**config.mk**
```make
export PLATFORM = sky130hd
export DESIGN_NAME = dco_track
export DESIGN_NICKNAME = d
export VERILOG_FILES = /design/src/rtl/dco_track.sv
export SDC_FILE = /design/constraint.sdc
export NUM_CORES = 1
export LEC_CHECK = 0
export ABC_CLOCK_PERIOD_IN_PS = 6950
export CAP_MARGIN = 20
export CORE_UTILIZATION = 64
export CTS_CLUSTER_SIZE = 14
export DETAILED_ROUTE_END_ITERATION = 8
export PLACE_DENSITY_LB_ADDON = 0.12
export SLEW_MARGIN = 20
export SYNTH_ARGS = -nofsm -noshare
export SYNTH_HDL_FRONTEND = slang
export SYNTH_SLANG_ARGS = --single-unit
export TNS_END_PERCENT = 20
```
**constraint.sdc**
```tcl
create_clock -name clk -period 6.95 [get_ports clk]
set_clock_uncertainty 0.05 [all_clocks]
set_input_delay 1.0425 -clock clk [delete_from_list [all_inputs] [get_ports clk]]
set_output_delay 1.0425 -clock clk [all_outputs]
set_load 0.01 [all_outputs]
```
**src/rtl/dco_track.sv**
```systemverilog
// rtl/dco_track.sv - DPLL oscillator stage: regenerates fout from fin_w half-period,
// bang-bang trimmed by one cycle per half-period toward fin_d rising edges.
module dco_track #(
   parameter int W         = 16,
   parameter int LOCK_CNT  = 8,
   parameter int PHASE_TOL = 2
) (
   input  logic         clk,
   input  logic         rst_n,
   input  logic         fin_d,
   input  logic [W-1:0] fin_w,
   output logic         fout,
   output logic         locked,
   output logic [W-1:0] half_per
);

   localparam int            LW       = $clog2(LOCK_CNT + 1);
   localparam logic [W-1:0]  W_MIN    = W'(2);
   localparam logic [W-1:0]  W_MAX    = '1;
   localparam logic [W:0]    TOL      = (W+1)'(PHASE_TOL);
   localparam logic [LW-1:0] LOCK_MAX = LW'(LOCK_CNT);
   localparam logic [1:0]    ADJ_ZERO = 2'b00;
   localparam logic [1:0]    ADJ_UP   = 2'b01;
   localparam logic [1:0]    ADJ_DN   = 2'b11;

   typedef enum logic {IDLE, RUN} state_t;

   state_t        state, state_nx;
   logic [W-1:0]  cnt, cnt_nx;
   logic [W-1:0]  half_per_nx;
   logic [W-1:0]  eff;
   logic [1:0]    adj, adj_nx;
   logic [LW-1:0] lock_cnt, lock_cnt_nx;
   logic          fout_nx, locked_nx;
   logic          fin_d_q;
   logic          fin_w_ok, toggle, rise, in_phase;

   assign fin_w_ok = (fin_w >= W_MIN);
   assign toggle   = (cnt == half_per - W'(1));
   assign rise     = fin_d & ~fin_d_q;

   // Window is compared in W+1 bits so half_per < PHASE_TOL cannot wrap.
   assign in_phase = fout ? ({1'b0, cnt} <= TOL)
                          : ({1'b0, cnt} + TOL >= {1'b0, half_per});

   always_comb begin
      eff = fin_w;
      if (adj == ADJ_UP) begin
         eff = (fin_w == W_MAX) ? W_MAX : fin_w + W'(1);
      end else if (adj == ADJ_DN) begin
         eff = (fin_w <= W_MIN) ? W_MIN : fin_w - W'(1);
      end
   end

   always_comb begin
      state_nx    = state;
      cnt_nx      = cnt;
      half_per_nx = half_per;
      adj_nx      = adj;
      lock_cnt_nx = lock_cnt;
      fout_nx     = fout;
      locked_nx   = locked;
      case (state)
         IDLE: begin
            fout_nx     = 1'b0;
            cnt_nx      = '0;
            lock_cnt_nx = '0;
            locked_nx   = 1'b0;
            half_per_nx = '0;
            adj_nx      = ADJ_ZERO;
            if (fin_w_ok) begin
               state_nx    = RUN;
               half_per_nx = fin_w;
            end
         end
         RUN: begin
            if (!fin_w_ok) begin
               state_nx    = IDLE;
               fout_nx     = 1'b0;
               cnt_nx      = '0;
               lock_cnt_nx = '0;
               locked_nx   = 1'b0;
               half_per_nx = '0;
               adj_nx      = ADJ_ZERO;
            end else begin
               if (toggle) begin
                  fout_nx     = ~fout;
                  cnt_nx      = '0;
                  half_per_nx = eff;
                  adj_nx      = ADJ_ZERO;
               end else begin
                  cnt_nx = cnt + W'(1);
               end
               // Detector result overrides the toggle's clear: it trims the next half-period.
               if (rise) begin
                  if (in_phase) begin
                     adj_nx = ADJ_ZERO;
                     if (lock_cnt != LOCK_MAX) begin
                        lock_cnt_nx = lock_cnt + LW'(1);
                     end
                     if (lock_cnt == LOCK_MAX - LW'(1)) begin
                        locked_nx = 1'b1;
                     end
                  end else begin
                     adj_nx      = fout ? ADJ_UP : ADJ_DN;
                     lock_cnt_nx = '0;
                     locked_nx   = 1'b0;
                  end
               end
            end
         end
         default: state_nx = IDLE;
      endcase
   end

   always_ff @(posedge clk or negedge rst_n) begin
      if (!rst_n) begin
         state    <= IDLE;
         cnt      <= '0;
         half_per <= '0;
         adj      <= ADJ_ZERO;
         lock_cnt <= '0;
         fout     <= 1'b0;
         locked   <= 1'b0;
         fin_d_q  <= 1'b0;
      end else begin
         state    <= state_nx;
         cnt      <= cnt_nx;
         half_per <= half_per_nx;
         adj      <= adj_nx;
         lock_cnt <= lock_cnt_nx;
         fout     <= fout_nx;
         locked   <= locked_nx;
         fin_d_q  <= fin_d;
      end
   end

endmodule

```
==> results of run 1 <==
## power by group through the flow
stage	Sequential [uW]	Combinational [uW]	Clock (uW)
final	315	236	240
after global routing	317	261	252
after CTS	313	231	243
after detailed placement	318	229	0
after global placement	316	220	0
after floorplan	280	197	0
## through the flow
stage                     instance area (um2)  setup slack (ps)
final                                    4670              2730
after global routing                     4670              2590
after CTS                                4670              2760
after detailed placement                 4520              2670
after global placement                   4520              2680
after floorplan                          4240              3420
## area by class of cell
type	count	area [um2]	area share [%]
clock buffer	6	82.6	1.77
tap	77	96.3	2.06
inverter	32	120	2.57
multi-input combinational	413	2890	61.8
sequential	42	1050	22.5
timing repair buffer	38	370	7.94
clock inverter	2	60.1	1.29
## worst paths after layout
kind / from / endpoint / slack, ps / depth (start not counted)
setup / recovery: half_per[3] / half_per[7] / 2730 / 7
hold / removal: locked / locked / 520 / 2
max in group asynchronous: rst_n / half_per[7] / 5410 / 1
min in group asynchronous: rst_n / lock_cnt[3] / 840 / 1
setup reg to reg: half_per[3] / half_per[7] / 2730 / 7
hold reg to reg: locked / locked / 520 / 2
## flip-flops by register name (all words and copies together), names as in the netlist
signal    flops
state         1
lock_cnt      4
half_per     16
adj           2
locked        1
fout          1
cnt          16
fin_d_q       1
## worst max-delay path, stage by stage, from the launching register on
cell,delay [ps]
dfrtp_1,460
or4_1,760
or4_1,550
a2111o_1,440
nor4_2,300
nand4_2,230
o21ai_4,880
mux2_2,420
## cells in the final DEF (no fill, tap or decap), types with 7 or more instances in the layout
cell type	instances
mux2i_1	9
clkdlybuf4s50_1	35
xor2_1	25
nor4_1	15
nor3_1	12
ha_1	25
o211ai_1	7
inv_1	32
or3_1	10
and3_1	9
o21ai_0	22
xnor2_1	31
dfrtp_1	42
a21oi_1	17
nand2_1	29
nand4_1	23
a21o_1	7
nor2_1	49
nand3_1	19
## cells by family (layout without fill, tap and decap cells)
logic type      Yosys count  in the layout  share of synthesized area, %
simple gates            197            197                          24.6
compound gates          119            119                          20.4
xor+xnor                 56             56                          11.6
fa+ha+maj                25             25                          7.38
buf+inv                  75             78                          7.09
flops                    42             42                          24.8
mux                      16             16                          4.16
## cell usage after synthesis (3+ instances only)
cell type	count
dfrtp_1	42
or3_1	10
and3_1	9
inv_1	32
o31ai_1	6
nor3_1	12
a31oi_1	3
nor4_1	15
o41ai_1	5
nand2b_1	4
o211ai_1	7
nor2_1	49
xor2_1	25
a211oi_1	6
nand4_1	23
o21ai_0	22
a31o_2	3
or4_1	5
or2_2	6
a311oi_1	4
clkbuf_1	38
a21oi_1	17
a21o_1	7
ha_1	25
xnor2_1	31
mux2i_1	9
a311o_1	3
nor2b_1	5
nand3_1	19
o22ai_1	4
nand2_1	29
o21a_1	3
mux2_2	5
## routing by layer
metal	track usage (%)	part of all wire (%)	up-vias	wire (um)
met4	12.2	2.3	0	273
li1	-	-	1951	-
met5	0	0	-	0
met2	60.3	50	225	5820
met3	3.78	7.1	29	823
met1	42.5	41	1967	4760
==> impl_metrics.ini, run 1 <==
[critical_path]
arrival_ps = 4350
crit_fanout = 33
critical_path_class = flip-flop to flip-flop
cp-end-kind = flip-flop
critPathLaunchType = flip-flop
required_ps = 7080

[clock_tree]
hold_buffers = 0
cts_tree = built
cts_setup_buffers = 0
htreeDepth = 2
clock_latency_ps = 300
clk_path_buf_depth = 2
cts_root_buffer = clkbuf_8
cts_buffers = 5
cts.clk_slew.worst_paths_ps = 90
clock_sinks = 42
cts_resized = 0

[logic_synthesis]
synth_edf_count = 0
synth_seq_cells = 42
syn_inst = 530
yosysSeqAreaShare_pct = 24.8
synth_area_leaders = dfrtp_1 (25%), ha_1 (7.4%), xnor2_1 (6.4%)
yosys.area.top_type_share_pct = 24.8
synth_area_per_cell_um2 = 7.99
synth_ff_type = dfrtp_1
synthArstFlopShare_pct = 100
yosysWarnings = 0
synth_cell_types = 68
synth_area_um2 = 4240
syn_nets = 574
synth_area_leader_cell = dfrtp_1

[placed_design]
numPlacedInstances = 602
gp_congestion = 0.967
dpl.hpwl_um = 8720
portBuffers = 36

[global_route]
antenna_found_initial = 0
grt_remaining_overflow = 0
grt_pass1_wl_um = 19200
grt_pass1_vias = 3904
grt_usage_pct = 34.0
grt_max_degree = 43

[timing]
period_share_pct = 60.7
hold_viol = 0
clock.fmax_ghz = 0.237
hold_ws_ps = 524
fin_tns_setup_ps = 0
rsz0062_at_grt = false
min_period_ps = 4220
worstMarginPinSlew_ps = 1080
slew_headroom_pct = 27.9
maxSlewViolCount = 0
setup_viol = 0

[floorplanning]
fp-row-count = 29
die_h_um = 83.4
core_area_um2 = 6390
initial_core_util_pct = 66.3
boundaryPins = 37
die_width_um = 83.4
dieArea_um2 = 6950

[route]
first_pass_iters = 5
num_vias = 4172
route.detailed.drc = 0
ant_nets = 0
drtIter0Drc = 299
routed_via_density = 6.84
routed_wirelength_um = 11700
wire_per_inst_um = 19.1

[power]
p_leak_uw = 0.00187
vdd_drop_max_mv = 0.182
swShare_pct = 33.6
p_per_area_nw_per_um2 = 169
p_total_uw = 791
combPwrFrac_pct = 29.9
pwr-share-seq_pct = 39.8
switchingPower_uw = 266
internal_power_uw = 525
p_clk_share_pct = 30.3

[cells_and_area]
fin_util_pct = 73.1
fillers = 501
area_growth_syn_to_layout_pct = 10.1
drive_gt1_share_pct = 6.19
n_antenna_cell = 0
layoutNonFillerInstCount = 610
fin_nets = 576

[status]
status = complete, no violations

[job]
cap_violations = 0

[min_path]
min_path_type = flip-flop to flip-flop
(Power assumes the default switching activity.)
==> run 2: changes to the inputs <==
- ABC_CLOCK_PERIOD_IN_PS: 6950 -> 3500
- CORE_UTILIZATION: 64 -> 54
- clock period: 6.95 -> 3.5 ns (I/O delays scaled with it)
==> run 2 against run 1 <==
Hold slack got worse by 230 ps. Sequential share of layout area fell by 1.7 points. Register-to-register slack got worse by 2600 ps. Cell area rose by 8.3%. Via count rose by 5.2%. Sequential power rose by 82%. Setup slack got worse by 2600 ps. Final cell count rose by 12%. Flip-flop and latch count did not move. Non-clock buffer count rose by 49. Highest routed layer unchanged.
==> impl_metrics.ini, run 2 (synthesized netlist as in run 1, its figures left out) <==
[floorplanning]
fp-row-count = 31
initial_core_util_pct = 57.2
die_h_um = 90.6
die_width_um = 90.6
boundaryPins = 37
dieArea_um2 = 8200
core_area_um2 = 7410

[placed_design]
dpl.hpwl_um = 10100
post_dp_cell_area_um2 = 4920
gp_congestion = 0.987
portBuffers = 36
numPlacedInstances = 672

[power]
p_leak_uw = 0.00210
internal_power_uw = 941
vdd_drop_max_mv = 0.216
p_per_area_nw_per_um2 = 302
combPwrFrac_pct = 39.2
pwr-share-seq_pct = 37.6
swShare_pct = 38.2
p_clk_share_pct = 23.2
p_total_uw = 1520
switchingPower_uw = 583

[cells_and_area]
n_antenna_cell = 0
area_growth_syn_to_layout_pct = 19.2
design_area_um2 = 5050
drive_gt1_share_pct = 14.9
final_common_cell = buf_4
final_cell_mix = buf_4 (50), nor2_1 (48), dfrtp_1 (42)
fin_util_pct = 68.2
reg_top3 = cnt: 16 flops, half_per: 16 flops, lock_cnt: 4 flops
fin_nets = 625
layoutNonFillerInstCount = 681

[global_route]
use_met1_pct = 39.9
grt_use_met3_pct = 4.04
antenna_found_initial = 0
grt_pass1_vias = 4297
grt_usage_pct = 32.9
grt_pass1_wl_um = 21500
grt_max_degree = 43
met2_usage_pct = 56.6
globalRoute.busiestLayer = met2
grt_remaining_overflow = 0

[critical_path]
required_ps = 3640
crit_path_end = lock_cnt[1]
crit_start = cnt[1]
cp-end-kind = flip-flop
worstReg2RegEnd = lock_cnt[1]
critical_path_class = flip-flop to flip-flop
crit_fanout = 5
critPathLaunchType = flip-flop
r2r-start = cnt[1]
arrival_ps = 3490
worst-r2r-setup-slack_ps = 150
r2r_cells = 15

[timing]
fin_tns_setup_ps = 0
clock.fmax_ghz = 0.299
slew_headroom_pct = 37.4
period_share_pct = 95.6
maxSlewViolCount = 0
worstMarginPinSlew_ps = 939
setup_viol = 0
min_period_ps = 3350
hold_viol = 0

[clock_tree]
cts_root_buffer = clkbuf_8
htreeDepth = 2
clk_path_buf_depth = 2
clock_latency_ps = 310
cts.clk_slew.worst_paths_ps = 100
clock_sinks = 42
hold_buffers = 0
cts_buffers = 5
cts_tree = built

[route]
routed_wirelength_um = 13200
num_vias = 4390
drtIter0Drc = 258
route.detailed.drc = 0
wire_per_inst_um = 19.3
routed_via_density = 6.45
first_pass_iters = 5
ant_nets = 0

[min_path]
min_path_type = primary input to async pin

[job]
cap_violations = 0

[status]
status = complete, no violations
## run 2: worst min-delay path by stage
stage,start,end,slack (ps),depth (start not counted)
after detailed placement,locked,locked,500,2
after floorplan,rst_n,adj[0],180,0
after CTS,rst_n,cnt[2],320,1
final,rst_n,cnt[4],300,1
after global routing,rst_n,cnt[2],380,1
after global placement,locked,locked,490,2
## run 2: per-layer routing
layer | share of wire, % | up-vias
met5 | 0 | -
met4 | 4.1 | 0
met3 | 5.4 | 45
met2 | 49 | 197
met1 | 42 | 2103
li1 | - | 2045
## run 2: worst max-delay path: stages (launching register included)
cell	delay, ps
dfrtp_1	400
ha_1	230
and3_1	220
and3_1	220
and3_2	250
nand3_1	100
xnor2_1	140
ha_1	270
nand4_1	110
o41ai_2	70
a311o_1	330
a221oi_2	250
a211oi_2	80
buf_4	170
nor2_2	180
o22ai_1	120
## run 2: timing repair
action	4_1_cts	5_1_grt
setup buffers	0	1
endpoints found under the setup margin	6	6
pin swaps	0	1
resized for setup	1	4
## run 2: power by group through the flow
stage / Sequential [uW] / Combinational, uW / Clock (uW)
floorplan: 555 / 392 / 0
global placement: 578 / 558 / 0
detailed placement: 582 / 571 / 0
CTS: 573 / 578 / 361
global route: 580 / 649 / 376
finish: 573 / 597 / 354
## run 2: through the flow
stage | hold WS (ps) | setup WS [ps]
floorplan | 179 | 235
global placement | 492 | 58.0
detailed placement | 504 | -30.9
CTS | 322 | 60.5
global route | 376 | -26.8
finish | 295 | 155
## run 2: final cells by class
cell class                 count  area, um2
inverter                      32        120
timing repair buffer          87        751
tap                           99        124
multi-input combinational    413       2910
clock inverter                 3       28.8
clock buffer                   5       68.8
sequential                    42       1050
fill                         623       2360
==> run 3: changes to the inputs <==
- SLEW_MARGIN: 20 -> not set
==> results of run 3 <==
No change in the layout: final DEF, timing and power equal those of run 2.
==> edit: new RTL, flow settings as in run 3 <==
One comparison of `lock_cnt` changes from == to >=.
--- a/src/rtl/dco_track.sv
+++ b/src/rtl/dco_track.sv
@@ -98,7 +98,7 @@
                      if (lock_cnt != LOCK_MAX) begin
                         lock_cnt_nx = lock_cnt + LW'(1);
                      end
-                     if (lock_cnt == LOCK_MAX - LW'(1)) begin
+                     if (lock_cnt >= LOCK_MAX - LW'(1)) begin
                         locked_nx = 1'b1;
                      end
                   end else begin
Function: no difference found for any inputs over 10 cycles, from zero or initial values and one cycle with rst_n low; that may be too few to reach the edited logic, so the function may still have changed.
==> edit against run 3 <==
  * Worst setup slack gained 0.040 ns
  * Total power up 1.8%
  * Worst hold slack got worse by 0.0029 ns
  * Global-route usage decreased by 2.1 points
  * Synthesized cell count is 0.38% higher
  * Area after synthesis is 3.0% lower
  * Sequential cell count unchanged
  * Non-clock buffer count is 16 lower
  * Final cell count is 0.59% lower
  * Clock power is 8.5% higher
  * Routed wire length shrank 12%
  * Largest cell class unchanged
  * First-iteration DRC count grew 14%
  * Final area decreased by 4.1%
==> edit: results (changes against run 3) <==
[metrics] most instantiated cells after synthesis: sky130_fd_sc_hd__nor2_1, sky130_fd_sc_hd__nand2_1, sky130_fd_sc_hd__dfrtp_1
[metrics] Post-DP HPWL: 8999 um (-11%)
[metrics] highest ir drop seen on vdd: 0.1920 mV (-11%)
[metrics] pre-CTS setup slack: 0.08277 ns (+0.1137 ns)
[metrics] Comb power frac: 0.361 (-0.031)
[metrics] GR Util met3: 0.04247 (+0.002071)
[metrics] Detailed Routing Iterations Pass 1: 6 (+1)
[metrics] areal power density over the cells: 320.3 nW/um^2 (+6.1%)
[metrics] post-layout instance count excluding filler cells: 677 (-0.59%)
[metrics] run status: finished, final reports clean
[metrics] routability cong.: 0.9810 (-0.56%)
[metrics] final WL: 11650 um (-12%)
[metrics] number of global-route vias before repair: 3759 (-13%)
[metrics] area fraction in compound gates after synthesis: 0.1865 (-0.01723)
[metrics] ratio of cells with drive above 1 in the final layout: 0.1090 (-0.04049)
[metrics] Synth Net Count: 576 (+0.35%)
[metrics] transition at the pin with the smallest max-transition slack: 0.9166 ns (-0.02271 ns)
[metrics] Synth Area in XOR/XNOR: 0.1172 (+0.001393)
[metrics] switching power total: 554.4 uW (-4.9%)
[metrics] part of the Yosys area used for sequential elements: 0.2556 (+0.007550)
[metrics] signal buffers share of area: 0.1276 (-0.02098)
[metrics] multi-input combinational area share: 0.5822 (+0.006495)
[metrics] met2 track utilization from global routing: 0.4809 (-0.08474)
[metrics] Routed met3 length: 888 um (+25%)
[metrics] leading post-synthesis cells by cell area: sky130_fd_sc_hd__dfrtp_1, sky130_fd_sc_hd__ha_1, sky130_fd_sc_hd__xnor2_1
[metrics] arithmetic-cell share of the synthesized area counting full adders, half adders and majority gates: 0.07608 (+0.002247)
[metrics] count of plain and timing-repair buffers: 71 (-18%)
[metrics] met2 routed WL: 5196 um (-19%)
[metrics] mux contribution to synthesized area: 0.03804 (-0.003602)
[metrics] filler cell count: 680 (+9.1%)
[metrics] distinct cell type count of the synthesized netlist: 62 (-8.8%)
[metrics] placed instance area: 4720 um^2 (-4.1%)
[metrics] total number of vias: 4221 (-3.8%)
[metrics] data arrival time of the worst path: 3.45 ns (-0.04 ns)
[metrics] leakage power figure: 2.056 nW (-1.9%)
-- edit: cell count changes after synthesis, sizes merged, moves of 5 or more --
| cell | delta |
|---|---|
| a21o | +7 |
| a21oi | +8 |
| clkbuf | -11 |
| mux2i | -5 |
| nand2 | +17 |
| nand3 | +17 |
| nand4 | -11 |
| o21ai | +9 |
| or2 | -5 |
| or3 | -7 |
-- edit: worst reg2reg max path: stages, from the launching register on --
cell and delay [ns]:
sky130_fd_sc_hd__dfrtp_2 0.46, sky130_fd_sc_hd__ha_1 0.25, sky130_fd_sc_hd__and3_2 0.26, sky130_fd_sc_hd__and3_2 0.26, sky130_fd_sc_hd__nand3_1 0.11, sky130_fd_sc_hd__xnor2_1 0.13
sky130_fd_sc_hd__ha_1 0.25, sky130_fd_sc_hd__and3_1 0.17, sky130_fd_sc_hd__nand3_1 0.15, sky130_fd_sc_hd__nor2_1 0.08, sky130_fd_sc_hd__a21boi_1 0.14, sky130_fd_sc_hd__o311a_1 0.37
sky130_fd_sc_hd__o21ai_1 0.16, sky130_fd_sc_hd__buf_4 0.17, sky130_fd_sc_hd__o21bai_1 0.11, sky130_fd_sc_hd__a21oi_1 0.08
-- edit: path summary, 6_finish.rpt --
kind	slack (ns)	start	endpoint	cells after the start
setup / recovery	0.20	cnt[1]$_DFF_PN0_	lock_cnt[2]$_DFFE_PN0P_	15
hold / removal	0.29	rst_n	fin_d_q$_DFF_PN0_	1
setup reg to reg	0.20	cnt[1]$_DFF_PN0_	lock_cnt[2]$_DFFE_PN0P_	15
hold reg to reg	0.53	locked$_DFFE_PN0P_	locked$_DFFE_PN0P_	2
max in group asynchronous	2.47	rst_n	cnt[1]$_DFF_PN0_	1
min in group clk	0.53	locked$_DFFE_PN0P_	locked$_DFFE_PN0P_	2
